[src/rtl/line_pop_ctrl.sv]
// Line-buffer window pop/flush sequencer: pops WIN_SIZE lines as a window, then retires the oldest line.
// Optional READ watchdog enabled by defining LINE_POP_CTRL_TIMEOUT_EN.
module line_pop_ctrl #(
    parameter int BUF_CNT  = 4,
    parameter int WIN_SIZE = 3,
    parameter int TIMEOUT  = 4096
) (
    input  logic                       clk_i,
    input  logic                       rst_i,
    input  logic                       sof_i,
    input  logic [BUF_CNT-1:0]         unread_i,
    input  logic [BUF_CNT-1:0]         empty_i,
    input  logic                       out_rdy_i,
    input  logic                       eol_i,
    output logic [BUF_CNT-1:0]         pop_line_o,
    output logic [BUF_CNT-1:0]         flush_line_o,
    output logic [$clog2(BUF_CNT)-1:0] base_o,
    output logic                       busy_o,
    output logic                       timeout_o
);
    // state | meaning
    // IDLE  | waiting for every window buffer to hold an unread line and the consumer to be ready
    // READ  | window popped, consumer streaming lines out; waits for end of line
    // FLUSH | oldest line retired, base advanced; back to IDLE next cycle

    localparam int BW = $clog2(BUF_CNT);
    localparam logic [BUF_CNT-1:0] LOW_MASK = BUF_CNT'((1 << WIN_SIZE) - 1);

    if (WIN_SIZE < 1 || WIN_SIZE > BUF_CNT - 1) begin : g_bad_win
        $error("line_pop_ctrl: WIN_SIZE must be in 1..BUF_CNT-1");
    end
    if (TIMEOUT < 1) begin : g_bad_timeout
        $error("line_pop_ctrl: TIMEOUT must be at least 1");
    end

    typedef enum logic [1:0] {
        IDLE  = 2'd0,
        READ  = 2'd1,
        FLUSH = 2'd2
    } state_t;

    state_t               state;
    logic [2*BUF_CNT-1:0] rot_dbl;
    logic [BUF_CNT-1:0]   win_mask;
    logic                 win_ok;
    logic [BW-1:0]        base_next;

    // Rotate the low WIN_SIZE-bit mask left by base, wrapping at BUF_CNT.
    always_comb begin
        rot_dbl  = {LOW_MASK, LOW_MASK} << base_o;
        win_mask = rot_dbl[2*BUF_CNT-1:BUF_CNT];
        win_ok   = ((unread_i & win_mask) == win_mask) &&
                   ((empty_i & win_mask) == '0) && out_rdy_i;
        base_next = (base_o == BW'(BUF_CNT - 1)) ? '0 : base_o + BW'(1);
    end

    assign busy_o = (state != IDLE);

`ifdef LINE_POP_CTRL_TIMEOUT_EN
    localparam int WD_W = $clog2(TIMEOUT + 1);
    logic [WD_W-1:0] wd_cnt;

    always_ff @(posedge clk_i or posedge rst_i) begin
        if (rst_i) begin
            state        <= IDLE;
            base_o       <= '0;
            pop_line_o   <= '0;
            flush_line_o <= '0;
            timeout_o    <= 1'b0;
            wd_cnt       <= '0;
        end else begin
            pop_line_o   <= '0;
            flush_line_o <= '0;
            if (sof_i) begin
                state     <= IDLE;
                base_o    <= '0;
                timeout_o <= 1'b0;
                wd_cnt    <= '0;
            end else begin
                case (state)
                    IDLE: begin
                        if (win_ok) begin
                            pop_line_o <= win_mask;
                            wd_cnt     <= WD_W'(TIMEOUT - 1);
                            state      <= READ;
                        end
                    end
                    READ: begin
                        if (eol_i || wd_cnt == '0) begin
                            flush_line_o <= BUF_CNT'(1) << base_o;
                            base_o       <= base_next;
                            state        <= FLUSH;
                            if (!eol_i) timeout_o <= 1'b1;
                        end else begin
                            wd_cnt <= wd_cnt - WD_W'(1);
                        end
                    end
                    FLUSH:   state <= IDLE;
                    default: state <= IDLE;
                endcase
            end
        end
    end
`else
    assign timeout_o = 1'b0;

    always_ff @(posedge clk_i or posedge rst_i) begin
        if (rst_i) begin
            state        <= IDLE;
            base_o       <= '0;
            pop_line_o   <= '0;
            flush_line_o <= '0;
        end else begin
            pop_line_o   <= '0;
            flush_line_o <= '0;
            if (sof_i) begin
                state  <= IDLE;
                base_o <= '0;
            end else begin
                case (state)
                    IDLE: begin
                        if (win_ok) begin
                            pop_line_o <= win_mask;
                            state      <= READ;
                        end
                    end
                    READ: begin
                        if (eol_i) begin
                            flush_line_o <= BUF_CNT'(1) << base_o;
                            base_o       <= base_next;
                            state        <= FLUSH;
                        end
                    end
                    FLUSH:   state <= IDLE;
                    default: state <= IDLE;
                endcase
            end
        end
    end
`endif

endmodule
[config.mk]
export PLATFORM = sky130hd
export DESIGN_NAME = line_pop_ctrl
export DESIGN_NICKNAME = d
export VERILOG_FILES = /design/src/rtl/line_pop_ctrl.sv
export SDC_FILE = /design/constraint.sdc
export NUM_CORES = 1
export LEC_CHECK = 0
export BUFFER_PORTS_ARGS = -buffer_cell sky130_fd_sc_hd__buf_2
export CORE_MARGIN = 1.5
export CORE_UTILIZATION = 45
export CTS_CLUSTER_DIAMETER = 60
export DETAILED_ROUTE_END_ITERATION = 7
export PLACE_DENSITY = 0.75
export SLEW_MARGIN = 20
export SYNTH_ARGS = -nofsm -noshare
export SYNTH_HDL_FRONTEND = slang
export SYNTH_SLANG_ARGS = --single-unit
[constraint.sdc]
create_clock -name clk_i -period 1.6 [get_ports clk_i]
set_input_delay 0.24 -clock clk_i [delete_from_list [all_inputs] [get_ports clk_i]]
set_output_delay 0.24 -clock clk_i [all_outputs]
set_load 0.05 [all_outputs]
Word level (Yosys, flattened, before mapping) --
Cells that the tools add are included.
Storage, ports and cells: memory bits (writable) 0, latch bits 0, flip-flop bits (word level) 12, input port bits 13, ROM bits 0, logic and storage cells 37, memories kept 0
Cells by class: multipliers 0, shift operators 2, bitwise logic cells 2, div/mod/pow operators 0, mux-type cells 14, add/sub/neg operators 1, equality and inequality tests 5, reduce and logical (&&, ||, !) cells 9, $lt $le $gt $ge 0
Operators by type and width (count):
- 4-bit 2-to-1 mux | 6
- 2-bit 2-to-1 mux | 7
- 4-bit bitwise AND | 2
- 7-bit by 2-bit left shift with 8-bit output (first input constant) | 1
- 3-bit inequality test (second input constant) | 2
- 2-bit nonzero test | 3
- 4-bit == test | 1
- 4-bit logical NOT | 1
- 2-bit one-hot mux with 2 select lines | 1
- 2-bit AND reduction | 2
- 1-bit by 2-bit left shift with 4-bit output (first input constant) | 1
- 2-bit by 1-bit adder with 2-bit output (second input constant) | 1
- 2-bit by 1-bit == test with 1-bit output (second input constant) | 1
- 2-bit == test (second input constant) | 1
- 1-bit logical AND | 2
- 2-bit logical NOT | 1

Longest topological paths before layout --
Gate-level depths: netlist (run 1).
depth after elaboration 8, mapped depth 5, gate-level depth less buffers 5

Worst setup path after synthesis (run 1) --
No wires, ideal clock.
kind flip-flop to flip-flop, from register base_o[0], to register pop_line_o[0], required time 1.532 ns, arrival 1.614 ns, setup slack -0.082 ns, path buffers 0, stages on the path, launching flop included 6, path through dfrtp_1 > inv_1 > ha_1 > inv_1 > a222oi_1 > and3_1
On the way: longest elaborated chain between the ends 8
Ends and longest elaborated chain:
- start, declared | line 17 | output logic [$clog2(BUF_CNT)-1:0] base_o,
- start signal, assigned | line 130 | base_o <= base_next;
- 7-bit by 2-bit left shift with 8-bit output (*) | line 50 | rot_dbl = {LOW_MASK, LOW_MASK} << base_o;
- 4-bit bitwise AND (on tied branches) | line 52, 53
- 4-bit == test or 4-bit logical NOT (tied branches) | line 52, 53
- 1-bit logical AND | line 52 | win_ok = ((unread_i & win_mask) == win_mask) &&
- 1-bit logical AND | line 53 | ((empty_i & win_mask) == '0) && out_rdy_i;
- 4-bit 2-to-1 mux (*) | line 122 | if (win_ok) begin
- 4-bit 2-to-1 mux (*) | line 120 | case (state)
- 4-bit 2-to-1 mux (*) | line 116 | if (sof_i) begin
- end signal, assigned | line 123 | pop_line_o <= win_mask;
- end, declared | line 15 | output logic [BUF_CNT-1:0] pop_line_o,
Mark *: on every way between the ends. The rest lies on a longest branch, timed or not. A chain may end at the register's enable or synchronous reset.

Final worst setup path (run 1) --
from register base_o[0], to register pop_line_o[1]
Same word-level chain as after synthesis.

==> impl_metrics.prom, run 1 <==
# TYPE chip_impl_metric gauge
chip_impl_metric{name="io_buffers",unit=""} 23
chip_impl_metric{name="first_global_vias",unit=""} 379
chip_impl_info{name="clk_root_buffer_cell",value="clkbuf_4"} 1
chip_impl_metric{name="postSynthAreaPerCell",unit="um^2"} 11.6
chip_impl_metric{name="placed_cell_area",unit="um^2"} 753
chip_impl_metric{name="finalWeightedCongestion",unit=""} 0.705
chip_impl_info{name="grt_setup_unrepaired",value="false"} 1
chip_impl_metric{name="maximum_number_of_pins_on_one_net_before_global_route_repair",unit=""} 13
chip_impl_metric{name="seq_area",unit="um^2"} 303
chip_impl_metric{name="start_util",unit="%"} 48.0
chip_impl_metric{name="floorplan.core_area",unit="um^2"} 1280
chip_impl_metric{name="ys_seq_area_share",unit="%"} 48.7
chip_impl_metric{name="io_pins",unit=""} 25
chip_impl_metric{name="fin_skew",unit="ns"} 0.00209
chip_impl_metric{name="die_w",unit="um"} 40.0
chip_impl_info{name="crit_chain",value="inv_1, ha_1, inv_1, a2111oi_4, and3_1"} 1
chip_impl_info{name="class_of_the_tightest_hold_or_removal_check",value="primary input to register"} 1
chip_impl_metric{name="post_synth_instance_area",unit="um^2"} 617
chip_impl_info{name="ys_top_cells_by_area",value="dfrtp_1 (49%), ha_1 (14%), inv_1 (4.9%), a2111oi_4 (4.5%), and2_1 (4.1%)"} 1
chip_impl_info{name="critical_path_top_delay_cell",value="dfrtp_2"} 1
chip_impl_metric{name="min_period_over_period",unit="%"} 93.2
chip_impl_metric{name="multi_input_area",unit="um^2"} 279
chip_impl_metric{name="final_period_minus_worst_setup_slack",unit="ns"} 1.49
chip_impl_metric{name="critPathMaxStageDelay",unit="ns"} 0.45
chip_impl_metric{name="tritoncts.num_buffers",unit=""} 3
chip_impl_metric{name="ys_seq_elements",unit=""} 12
chip_impl_metric{name="totalWireLength",unit="mm"} 1.08
chip_impl_metric{name="yosysWarningCount",unit=""} 0
chip_impl_metric{name="yosys.cell_types.count",unit=""} 20
chip_impl_metric{name="max_cap_violations",unit=""} 0
chip_impl_metric{name="fillers",unit=""} 107
chip_impl_info{name="critical_path.reg2reg.startpoint",value="base_o[0]"} 1
chip_impl_info{name="ys_top_cells_by_count",value="dfrtp_1 (12), inv_1 (8), ha_1 (7)"} 1
chip_impl_metric{name="setup_tns",unit="ns"} 0
chip_impl_metric{name="cts-root-to-sink-buffers",unit=""} 2
chip_impl_metric{name="cp_data_arrival_time",unit="ns"} 1.70
chip_impl_metric{name="setup.reg_to_reg.worst_slack",unit="ns"} 0.11
chip_impl_metric{name="antenna_diode_instance_count",unit=""} 0
chip_impl_info{name="reg2reg_to",value="pop_line_o[1]"} 1
chip_impl_metric{name="synth_edf_count",unit=""} 0
chip_impl_metric{name="grt_antenna_before_repair",unit=""} 0
chip_impl_metric{name="leakage_power_total",unit="nW"} 0.468
chip_impl_metric{name="rows",unit=""} 13
chip_impl_metric{name="worstSkewPairLatency",unit="ns"} 0.27
chip_impl_metric{name="postSynth.asyncResetShare",unit="%"} 100
chip_impl_metric{name="drt-pass1-iter-count",unit=""} 4
chip_impl_info{name="synth-main-ff-cell",value="dfrtp_1"} 1
chip_impl_info{name="setup.worst_path.end",value="pop_line_o[1]"} 1
chip_impl_metric{name="drc",unit=""} 0
chip_impl_metric{name="fmaxAchievable",unit="MHz"} 671
chip_impl_metric{name="hold_viol",unit=""} 0
chip_impl_metric{name="p_r_area_growth_vs_syn",unit="%"} 30.8
chip_impl_metric{name="final_nets",unit=""} 103
chip_impl_metric{name="synthesized_net_count",unit=""} 73
chip_impl_metric{name="power_per_cell_area",unit="nW/um^2"} 722
chip_impl_metric{name="design.die.area",unit="um^2"} 1600
chip_impl_metric{name="clk_transition_reported_paths",unit="ns"} 0.07
chip_impl_metric{name="die_h",unit="um"} 40.0
chip_impl_info{name="crit_path_frequent_cell",value="inv_1"} 1
chip_impl_info{name="end_kind",value="register"} 1
chip_impl_metric{name="setup_viol",unit=""} 0
chip_impl_metric{name="yosysTopAreaCellShare",unit="%"} 48.7
chip_impl_metric{name="clock_sink_count",unit=""} 12
chip_impl_metric{name="irDropWorstVdd",unit="mV"} 0.608
chip_impl_metric{name="maxSlewViolCount",unit=""} 0
chip_impl_metric{name="path_max_fanout",unit=""} 7
chip_impl_metric{name="cp.required",unit="ns"} 1.81
chip_impl_metric{name="detailedPlacementHpwl",unit="um"} 829
chip_impl_info{name="yosys.area.top_type",value="dfrtp_1"} 1
chip_impl_info{name="crit_start",value="base_o[0]"} 1
chip_impl_metric{name="worst_r2r_path_depth",unit=""} 5
chip_impl_metric{name="vias",unit=""} 456
chip_impl_info{name="cts_tree",value="built"} 1
chip_impl_info{name="critical_path.startpoint_type",value="register"} 1
chip_impl_metric{name="first_pass_grt_wire_length",unit="mm"} 1.58
chip_impl_metric{name="drive_above_1_share",unit="%"} 42.7
chip_impl_metric{name="avgViaCountPerCell",unit=""} 4.70
chip_impl_info{name="type_of_the_worst_setup_path",value="register to register"} 1
chip_impl_metric{name="initialDrtViolationCount",unit=""} 16
chip_impl_metric{name="wire_per_inst",unit="um"} 11.2
chip_impl_metric{name="finalInstanceArea",unit="um^2"} 807
chip_impl_metric{name="ant_nets",unit=""} 0
chip_impl_info{name="outcome",value="completed"} 1
chip_impl_metric{name="h-tree-depth",unit=""} 1
chip_impl_metric{name="globalRouteTotalUtil",unit="%"} 16.5
chip_impl_metric{name="grt.overflow.total",unit=""} 0
chip_impl_metric{name="synthesis.instances",unit=""} 53
chip_impl_info{name="top_count_cell_post_synth",value="dfrtp_1"} 1
[report_power, final]
group / leakage [nW] / switching [mW] / total [mW] / internal [mW]
combinational: 0.282 / 0.0250 / 0.0436 / 0.0186
clock: 0.0210 / 0.0968 / 0.235 / 0.138
sequential: 0.164 / 0.000339 / 0.304 / 0.303
total: 0.468 / 0.122 / 0.582 / 0.460
[per-layer routing]
metal	part of all wire, %	wire length (um)	track usage [%]
met5	0	0	0
met4	0.92	10	10.3
met3	8.6	93	5.00
met2	50	539	27.0
met1	41	439	18.6
[metrics by stage]
stage                     hold WS (ns)  total power, mW  utilization [%]  setup WS [ns]  cells
final                            0.211            0.582             62.8          0.109     97
after detailed placement         0.267            0.352             58.6        -0.0221     91
after global routing             0.215            0.607             62.8         0.0171     97
after floorplan                  0.105            0.334                -         0.0445     53
after CTS                        0.219            0.586             62.8         0.0932     97
after global placement           0.257            0.351             58.6          0.118     91
[critical path, delay by kind of cell, from the launching register on]
kind            cells  cell delay [ns]
compound gates      1             0.38
fa+ha+maj           1             0.16
buf+inv             2             0.21
flops               1             0.45
simple gates        1             0.23
[kinds of logic after synthesis]
kind of cell | after synthesis | share of synthesized area (%)
compound gates | 4 | 8.32
fa+ha+maj | 7 | 14.2
buf+inv | 9 | 6.09
flops | 12 | 48.7
mux | 1 | 1.62
other cells | 1 | 0.608
simple gates | 19 | 20.5
[state kept, by name (all words and copies together), names as in the netlist]
register,cells
state,2
pop_line_o,4
flush_line_o,4
base_o,2
[placed cells by master (no fill, tap or decap), types with 2 or more instances in the layout]
master and n:
inv_1 8, and3_1 4, buf_2 23, and2_1 4
dfrtp_2 2, clkbuf_4 3, ha_1 7, buf_4 2
dfrtp_1 10, nand2b_1 4
[final cells by class]
cell class,count,area share (%)
well taps,15,2.33
repair buffers,26,17.4
clock buffers,4,4.50
inverters,8,3.72
multi-input cells,32,34.6
flip-flops and latches,12,37.5
[worst min path at each step]
stage	from	end	slack, ns	depth (start not counted)
after floorplan	rst_i	flush_line_o[0]	0.10	1
after global placement	rst_i	flush_line_o[2]	0.26	2
after detailed placement	rst_i	flush_line_o[3]	0.27	2
after CTS	sof_i	base_o[0]	0.22	2
after global routing	sof_i	base_o[0]	0.22	2
final	sof_i	base_o[0]	0.21	2
[timing repair]
item,CTS,global route
setup buffers,1,0
setup endpoints to repair,4,0
gates resized for setup,0,0
endpoints found under the hold margin,12,0
hold buffers,1,0
No activity file was read; power rests on OpenSTA's default activity.
==> run 2: changes to the inputs <==
--- a/config.mk
+++ b/config.mk
@@ -11,6 +11,7 @@
 export CTS_CLUSTER_DIAMETER = 60
 export DETAILED_ROUTE_END_ITERATION = 7
 export PLACE_DENSITY = 0.75
+export SETUP_SLACK_MARGIN = 0.4
 export SLEW_MARGIN = 20
 export SYNTH_ARGS = -nofsm -noshare
 export SYNTH_HDL_FRONTEND = slang
==> run 2 against run 1 <==
Sequential power about the same. Count of clock-buffer cells in the layout down 1. Routed wire length up 24%. Core utilization up 13 points. Critical path depth up 1. Fmax up 6.1%. Critical endpoint is now pop_line_o[0]. Largest power group unchanged.
==> impl_metrics.prom, run 2 (synthesis results as in run 1) <==
# TYPE chip_impl_metric gauge
chip_impl_info{name="outcome",value="completed"} 1
chip_impl_metric{name="max_cap_violations",unit=""} 0
chip_impl_metric{name="postLayoutSetupSlackWorst",unit="ns"} 0.195
chip_impl_info{name="type_of_the_worst_setup_path",value="register to register"} 1
chip_impl_info{name="largestRegisters",value="flush_line_o (4), pop_line_o (4)"} 1
chip_impl_metric{name="path_max_fanout",unit=""} 5
chip_impl_info{name="timing.hold.worst.start",value="sof_i"} 1
chip_impl_metric{name="avgViaCountPerCell",unit=""} 4.90
chip_impl_metric{name="globalRouteTotalUtil",unit="%"} 16.6
chip_impl_metric{name="place.detailed.instances",unit=""} 90
chip_impl_metric{name="cp.required",unit="ns"} 1.80
chip_impl_metric{name="critPathMaxStageDelay",unit="ns"} 0.46
chip_impl_metric{name="drt-pass1-iter-count",unit=""} 4
chip_impl_metric{name="die_w",unit="um"} 40.0
chip_impl_metric{name="antenna_diode_instance_count",unit=""} 0
chip_impl_metric{name="holdWs",unit="ns"} 0.223
chip_impl_metric{name="leakage_power_total",unit="nW"} 0.513
chip_impl_metric{name="stdcell_count",unit=""} 104
chip_impl_metric{name="worstSkewPairLatency",unit="ns"} 0.26
chip_impl_metric{name="fmaxAchievable",unit="MHz"} 712
chip_impl_metric{name="cp_data_arrival_time",unit="ns"} 1.61
chip_impl_info{name="layout_common_cells",value="buf_2 (20), dfrtp_1 (10), buf_4 (7)"} 1
chip_impl_metric{name="wire_per_inst",unit="um"} 12.9
chip_impl_metric{name="first_global_vias",unit=""} 436
chip_impl_info{name="critical_path.startpoint_type",value="register"} 1
chip_impl_metric{name="fin_skew",unit="ns"} 0.00301
chip_impl_info{name="class_of_the_tightest_hold_or_removal_check",value="primary input to register"} 1
chip_impl_metric{name="setup.reg_to_reg.worst_slack",unit="ns"} 0.20
chip_impl_metric{name="worst_r2r_path_depth",unit=""} 6
chip_impl_metric{name="start_util",unit="%"} 48.0
chip_impl_metric{name="h-tree-depth",unit=""} 1
chip_impl_metric{name="finalWeightedCongestion",unit=""} 0.673
chip_impl_metric{name="drive_above_1_share",unit="%"} 60.7
chip_impl_metric{name="design.die.area",unit="um^2"} 1600
chip_impl_metric{name="setup_tns",unit="ns"} 0
chip_impl_metric{name="multi_input_area",unit="um^2"} 350
chip_impl_info{name="crit_chain",value="inv_4, ha_4, inv_2, a222oi_1, buf_4, and3_1"} 1
chip_impl_metric{name="ant_nets",unit=""} 0
chip_impl_info{name="grt_setup_unrepaired",value="true"} 1
chip_impl_metric{name="cts-root-to-sink-buffers",unit=""} 2
chip_impl_metric{name="vias",unit=""} 510
chip_impl_metric{name="totalWireLength",unit="mm"} 1.34
chip_impl_info{name="cts_tree",value="built"} 1
chip_impl_metric{name="maximum_number_of_pins_on_one_net_before_global_route_repair",unit=""} 13
chip_impl_metric{name="min_delay_path_depth",unit=""} 2
chip_impl_info{name="hold_end",value="base_o[0]"} 1
chip_impl_metric{name="seq_area",unit="um^2"} 303
chip_impl_metric{name="detailedPlacementHpwl",unit="um"} 833
chip_impl_metric{name="power_per_cell_area",unit="nW/um^2"} 543
chip_impl_info{name="final_common_cell",value="buf_2"} 1
chip_impl_metric{name="irDropWorstVdd",unit="mV"} 0.281
chip_impl_metric{name="drc",unit=""} 0
chip_impl_metric{name="io_pins",unit=""} 25
chip_impl_metric{name="grt_antenna_before_repair",unit=""} 0
chip_impl_metric{name="final_period_minus_worst_setup_slack",unit="ns"} 1.40
chip_impl_metric{name="hold_viol",unit=""} 0
chip_impl_metric{name="fillers",unit=""} 85
chip_impl_metric{name="tritoncts.num_buffers",unit=""} 3
chip_impl_metric{name="final_nets",unit=""} 111
chip_impl_info{name="critical_path.reg2reg.startpoint",value="base_o[1]"} 1
chip_impl_metric{name="die_h",unit="um"} 40.0
chip_impl_metric{name="detailedPlace.worstSlack",unit="ns"} 0.0766
chip_impl_metric{name="clk_transition_reported_paths",unit="ns"} 0.07
chip_impl_metric{name="maxSlewViolCount",unit=""} 0
chip_impl_metric{name="totalPowerFinal",unit="mW"} 0.527
chip_impl_info{name="critical_path_top_delay_cell",value="dfrtp_2"} 1
chip_impl_info{name="end_kind",value="register"} 1
chip_impl_metric{name="min_period_over_period",unit="%"} 87.8
chip_impl_metric{name="initialDrtViolationCount",unit=""} 17
chip_impl_metric{name="p_r_area_growth_vs_syn",unit="%"} 57.4
chip_impl_info{name="reg2reg_to",value="pop_line_o[0]"} 1
chip_impl_metric{name="io_buffers",unit=""} 23
chip_impl_metric{name="setup_viol",unit=""} 0
chip_impl_metric{name="rows",unit=""} 13
chip_impl_info{name="clk_root_buffer_cell",value="clkbuf_4"} 1
chip_impl_metric{name="grt.overflow.total",unit=""} 0
chip_impl_metric{name="clock_sink_count",unit=""} 12
chip_impl_metric{name="first_pass_grt_wire_length",unit="mm"} 1.76
chip_impl_metric{name="floorplan.core_area",unit="um^2"} 1280
## run 2: changes by cell type in the layout (fill, tap and decap cells not counted)
cell,change
clkbuf_8,-1
ha_1,-5
ha_4,+5
buf_6,+3
or3_1,-1
buf_8,+3
buf_2,-3
inv_4,+2
inv_1,-5
a21oi_1,-1
or3_4,+1
buf_4,+5
a21oi_2,+1
inv_2,+3
## run 2: metal layers
layer	vias to the layer above	global-route usage (%)	share of wire, %
li1	245	-	-
met1	246	20.3	40
met2	17	30.2	54
met3	2	0	5.2
met4	0	7.76	0.37
met5	-	0	0
## run 2: how the worst max path moves through the flow
stage | cells after the start | startpoint | end | slack (ns)
after floorplan | 5 | base_o[0] | pop_line_o[0] | 0.1
after detailed placement | 5 | base_o[0] | pop_line_o[3] | 0.08
after CTS | 5 | base_o[1] | pop_line_o[2] | 0.22
after global placement | 5 | base_o[0] | pop_line_o[0] | 0.10
after global routing | 6 | base_o[1] | pop_line_o[0] | 0.16
final | 6 | base_o[1] | pop_line_o[0] | 0.20
## run 2: critical path: cells and delay by family, from the launching register on
kind                       cells  cell delay, ns
DFF                            1            0.46
and+or+nand+nor                1            0.16
AOI/OAI and AO/OA              1            0.29
buffers and inverters          3            0.31
adders and majority gates      1            0.12
## run 2: final cells by class
class,count,share of cell area [%]
inverters,8,3.61
multi-input cells,32,36.1
repair buffers,34,24.9
flip-flops and latches,12,31.2
clock buffers,3,2.32
well taps,15,1.93
## run 2: metrics by stage
step	utilization (%)	instance area (um^2)
2_1_floorplan	-	632
3_3_place_gp	59.0	758
3_5_place_dp	59.0	758
4_1_cts	70.9	911
5_1_grt	75.6	971
6_report	75.6	971
## run 2: report_power, final
part	internal, mW	switching [mW]
Combinational	0.0200	0.0263
Sequential	0.304	0.000273
Clock	0.0869	0.0900
## run 2: timing repair
action | CTS | global route
resized for setup | 14 | 12
hold buffers | 1 | 0
endpoints found under the setup margin | 8 | 10
endpoints found under the hold margin | 12 | 0
pin swaps | 6 | 3
setup buffers | 9 | 1
==> run 3: changes to the inputs <==
--- a/config.mk
+++ b/config.mk
@@ -5,7 +5,7 @@
 export SDC_FILE = /design/constraint.sdc
 export NUM_CORES = 1
 export LEC_CHECK = 0
-export BUFFER_PORTS_ARGS = -buffer_cell sky130_fd_sc_hd__buf_2
+export BUFFER_PORTS_ARGS = -buffer_cell sky130_fd_sc_hd__buf_4
 export CORE_MARGIN = 1.5
 export CORE_UTILIZATION = 45
 export CTS_CLUSTER_DIAMETER = 60
==> run 3 against run 2 <==
Total power rose by 2.6%. Combinational power rose by 18%. Non-clock buffer count fell by 2. Setup slack got worse by 0.010 ns. Critical endpoint is now pop_line_o[3]. Via count fell by 3.5%. Routed wire length rose by 5.1%. Clock power rose by 3%. Clock skew rose by 0.00085 ns. Core utilization rose by 1.8 points. First-iteration DRC count fell by 71%. Largest power group unchanged.
==> impl_metrics.prom, run 3 (synthesis results as in run 1) <==
# TYPE chip_impl_metric gauge
chip_impl_info{name="cts_tree",value="built"} 1
chip_impl_info{name="crit_chain",value="inv_4, ha_4, inv_2, a2111oi_4, and3_4"} 1
chip_impl_metric{name="wire_per_inst",unit="um"} 13.8
chip_impl_metric{name="stdcell_count",unit=""} 102
chip_impl_info{name="critical_path_top_delay_cell",value="dfrtp_2"} 1
chip_impl_info{name="grt_setup_unrepaired",value="true"} 1
chip_impl_metric{name="cts-root-to-sink-buffers",unit=""} 2
chip_impl_metric{name="global_route.usage.met1",unit="%"} 24.7
chip_impl_metric{name="fin_util",unit="%"} 77.4
chip_impl_info{name="class_of_the_tightest_hold_or_removal_check",value="primary input to register"} 1
chip_impl_metric{name="vias",unit=""} 492
chip_impl_metric{name="drive_above_1_share",unit="%"} 58.6
chip_impl_metric{name="die_w",unit="um"} 40.0
chip_impl_metric{name="clk_transition_reported_paths",unit="ns"} 0.07
chip_impl_metric{name="rows",unit=""} 13
chip_impl_metric{name="placed_cell_area",unit="um^2"} 816
chip_impl_metric{name="finalInstanceArea",unit="um^2"} 995
chip_impl_metric{name="place.detailed.instances",unit=""} 90
chip_impl_metric{name="totalWireLength",unit="mm"} 1.41
chip_impl_metric{name="finalWeightedCongestion",unit=""} 0.713
chip_impl_info{name="outcome",value="completed"} 1
chip_impl_metric{name="irDropWorstVdd",unit="mV"} 0.648
chip_impl_metric{name="h-tree-depth",unit=""} 1
chip_impl_metric{name="drc",unit=""} 0
chip_impl_metric{name="grt_antenna_before_repair",unit=""} 0
chip_impl_metric{name="setup_viol",unit=""} 0
chip_impl_metric{name="totalPowerFinal",unit="mW"} 0.540
chip_impl_metric{name="hold_viol",unit=""} 0
chip_impl_info{name="cp_top_family",value="flip-flops"} 1
chip_impl_metric{name="grt.overflow.total",unit=""} 0
chip_impl_metric{name="avgViaCountPerCell",unit=""} 4.82
chip_impl_metric{name="io_buffers",unit=""} 23
chip_impl_info{name="final_common_cell",value="buf_4"} 1
chip_impl_info{name="layout_common_cells",value="buf_4 (26), dfrtp_1 (10), ha_4 (5)"} 1
chip_impl_metric{name="initialDrtViolationCount",unit=""} 5
chip_impl_metric{name="maximum_number_of_pins_on_one_net_before_global_route_repair",unit=""} 13
chip_impl_metric{name="cp.required",unit="ns"} 1.81
chip_impl_metric{name="globalRouteTotalUtil",unit="%"} 20.8
chip_impl_metric{name="worstPathBufferInverterCount",unit=""} 2
chip_impl_metric{name="fin_skew",unit="ns"} 0.00386
chip_impl_metric{name="grt.met2_usage",unit="%"} 35.9
chip_impl_metric{name="cp_data_arrival_time",unit="ns"} 1.63
chip_impl_metric{name="first_global_vias",unit=""} 485
chip_impl_metric{name="path_max_fanout",unit=""} 5
chip_impl_metric{name="grtUsageMet3",unit="%"} 0
chip_impl_metric{name="design.die.area",unit="um^2"} 1600
chip_impl_metric{name="setup_tns",unit="ns"} 0
chip_impl_info{name="type_of_the_worst_setup_path",value="register to register"} 1
chip_impl_metric{name="final_period_minus_worst_setup_slack",unit="ns"} 1.42
chip_impl_metric{name="tritoncts.num_buffers",unit=""} 3
chip_impl_info{name="grt_most_used_layer",value="met2"} 1
chip_impl_info{name="largestRegisters",value="flush_line_o (4), pop_line_o (4)"} 1
chip_impl_metric{name="power_per_cell_area",unit="nW/um^2"} 543
chip_impl_metric{name="io_pins",unit=""} 25
chip_impl_metric{name="p_r_area_growth_vs_syn",unit="%"} 61.3
chip_impl_info{name="clk_root_buffer_cell",value="clkbuf_4"} 1
chip_impl_metric{name="drt-pass1-iter-count",unit=""} 4
chip_impl_metric{name="leakage_power_total",unit="nW"} 0.505
chip_impl_metric{name="min_period_over_period",unit="%"} 88.5
chip_impl_metric{name="max_cap_violations",unit=""} 0
chip_impl_metric{name="ant_nets",unit=""} 0
chip_impl_metric{name="start_util",unit="%"} 48.0
chip_impl_info{name="end_kind",value="register"} 1
chip_impl_metric{name="first_pass_grt_wire_length",unit="mm"} 2.10
chip_impl_metric{name="worstSkewPairLatency",unit="ns"} 0.27
chip_impl_metric{name="fmaxAchievable",unit="MHz"} 707
chip_impl_metric{name="critPathMaxStageDelay",unit="ns"} 0.45
chip_impl_metric{name="antenna_diode_instance_count",unit=""} 0
chip_impl_metric{name="maxSlewViolCount",unit=""} 0
chip_impl_metric{name="die_h",unit="um"} 40.0
chip_impl_info{name="critical_path.startpoint_type",value="register"} 1
chip_impl_metric{name="floorplan.core_area",unit="um^2"} 1280
chip_impl_metric{name="clock_sink_count",unit=""} 12
chip_impl_metric{name="final_nets",unit=""} 109
-- run 3: changes by cell type in the layout (fill, tap and decap cells not counted), sizes merged --
cell	delta
buf	-2
-- run 3: worst register-to-register path: cells and delay by family, from the launching register on --
family                     cells  cell delay [ns]
AOI/OAI and AO/OA              1             0.39
adders and majority gates      1             0.13
buffers and inverters          2             0.15
DFF                            1             0.45
and+or+nand+nor                1             0.25
-- run 3: worst paths after layout --
kind | slack [ns] | depth (start not counted) | to | startpoint
max | 0.18 | 5 | pop_line_o[3] | base_o[1]
min | 0.17 | 2 | base_o[1] | sof_i
max reg2reg | 0.18 | 5 | pop_line_o[3] | base_o[1]
min reg2reg | 0.71 | 3 | state[0] | state[1]
max in group asynchronous | 0.74 | 3 | base_o[1] | rst_i
min in group asynchronous | 0.53 | 3 | state[0] | rst_i
-- run 3: final cells by class --
class	count	area, um^2
Tap cell	15	18.8
Fill cell	80	290
Clock buffer	3	22.5
Multi-Input combinational cell	32	347
Timing Repair Buffer	32	269
Sequential cell	12	303
Inverter	8	35.0
-- run 3: report_power, final --
part	internal, mW	total [mW]	switching [mW]	leakage, nW
clock network	0.0872	0.182	0.0949	0.0138
logic	0.0280	0.0545	0.0264	0.327
registers	0.304	0.304	0.000278	0.164
total	0.419	0.540	0.122	0.505
-- run 3: per-stage QoR --
| step | setup slack, ns | hold WS [ns] |
|---|---|---|
| final | 0.185 | 0.167 |
| after global routing | 0.102 | 0.177 |
| after CTS | 0.204 | 0.174 |
| after detailed placement | 0.0332 | 0.282 |
| after global placement | 0.0954 | 0.274 |
| after floorplan | 0.0962 | 0.105 |
-- run 3: timing repair --
action                                  4_1_cts  5_1_grt
setup buffers                                 8        0
endpoints found under the setup margin        7       10
gates resized for setup                       9       10
pin swaps                                     4        5
hold buffers                                  1        0
endpoints found under the hold margin        12        0
-- run 3: metal layers --
metal / routed length [um] / vias up
met5: 0 / -
met4: 25 / 0
met3: 57 / 2
met2: 730 / 16
met1: 594 / 235
li1: - / 239
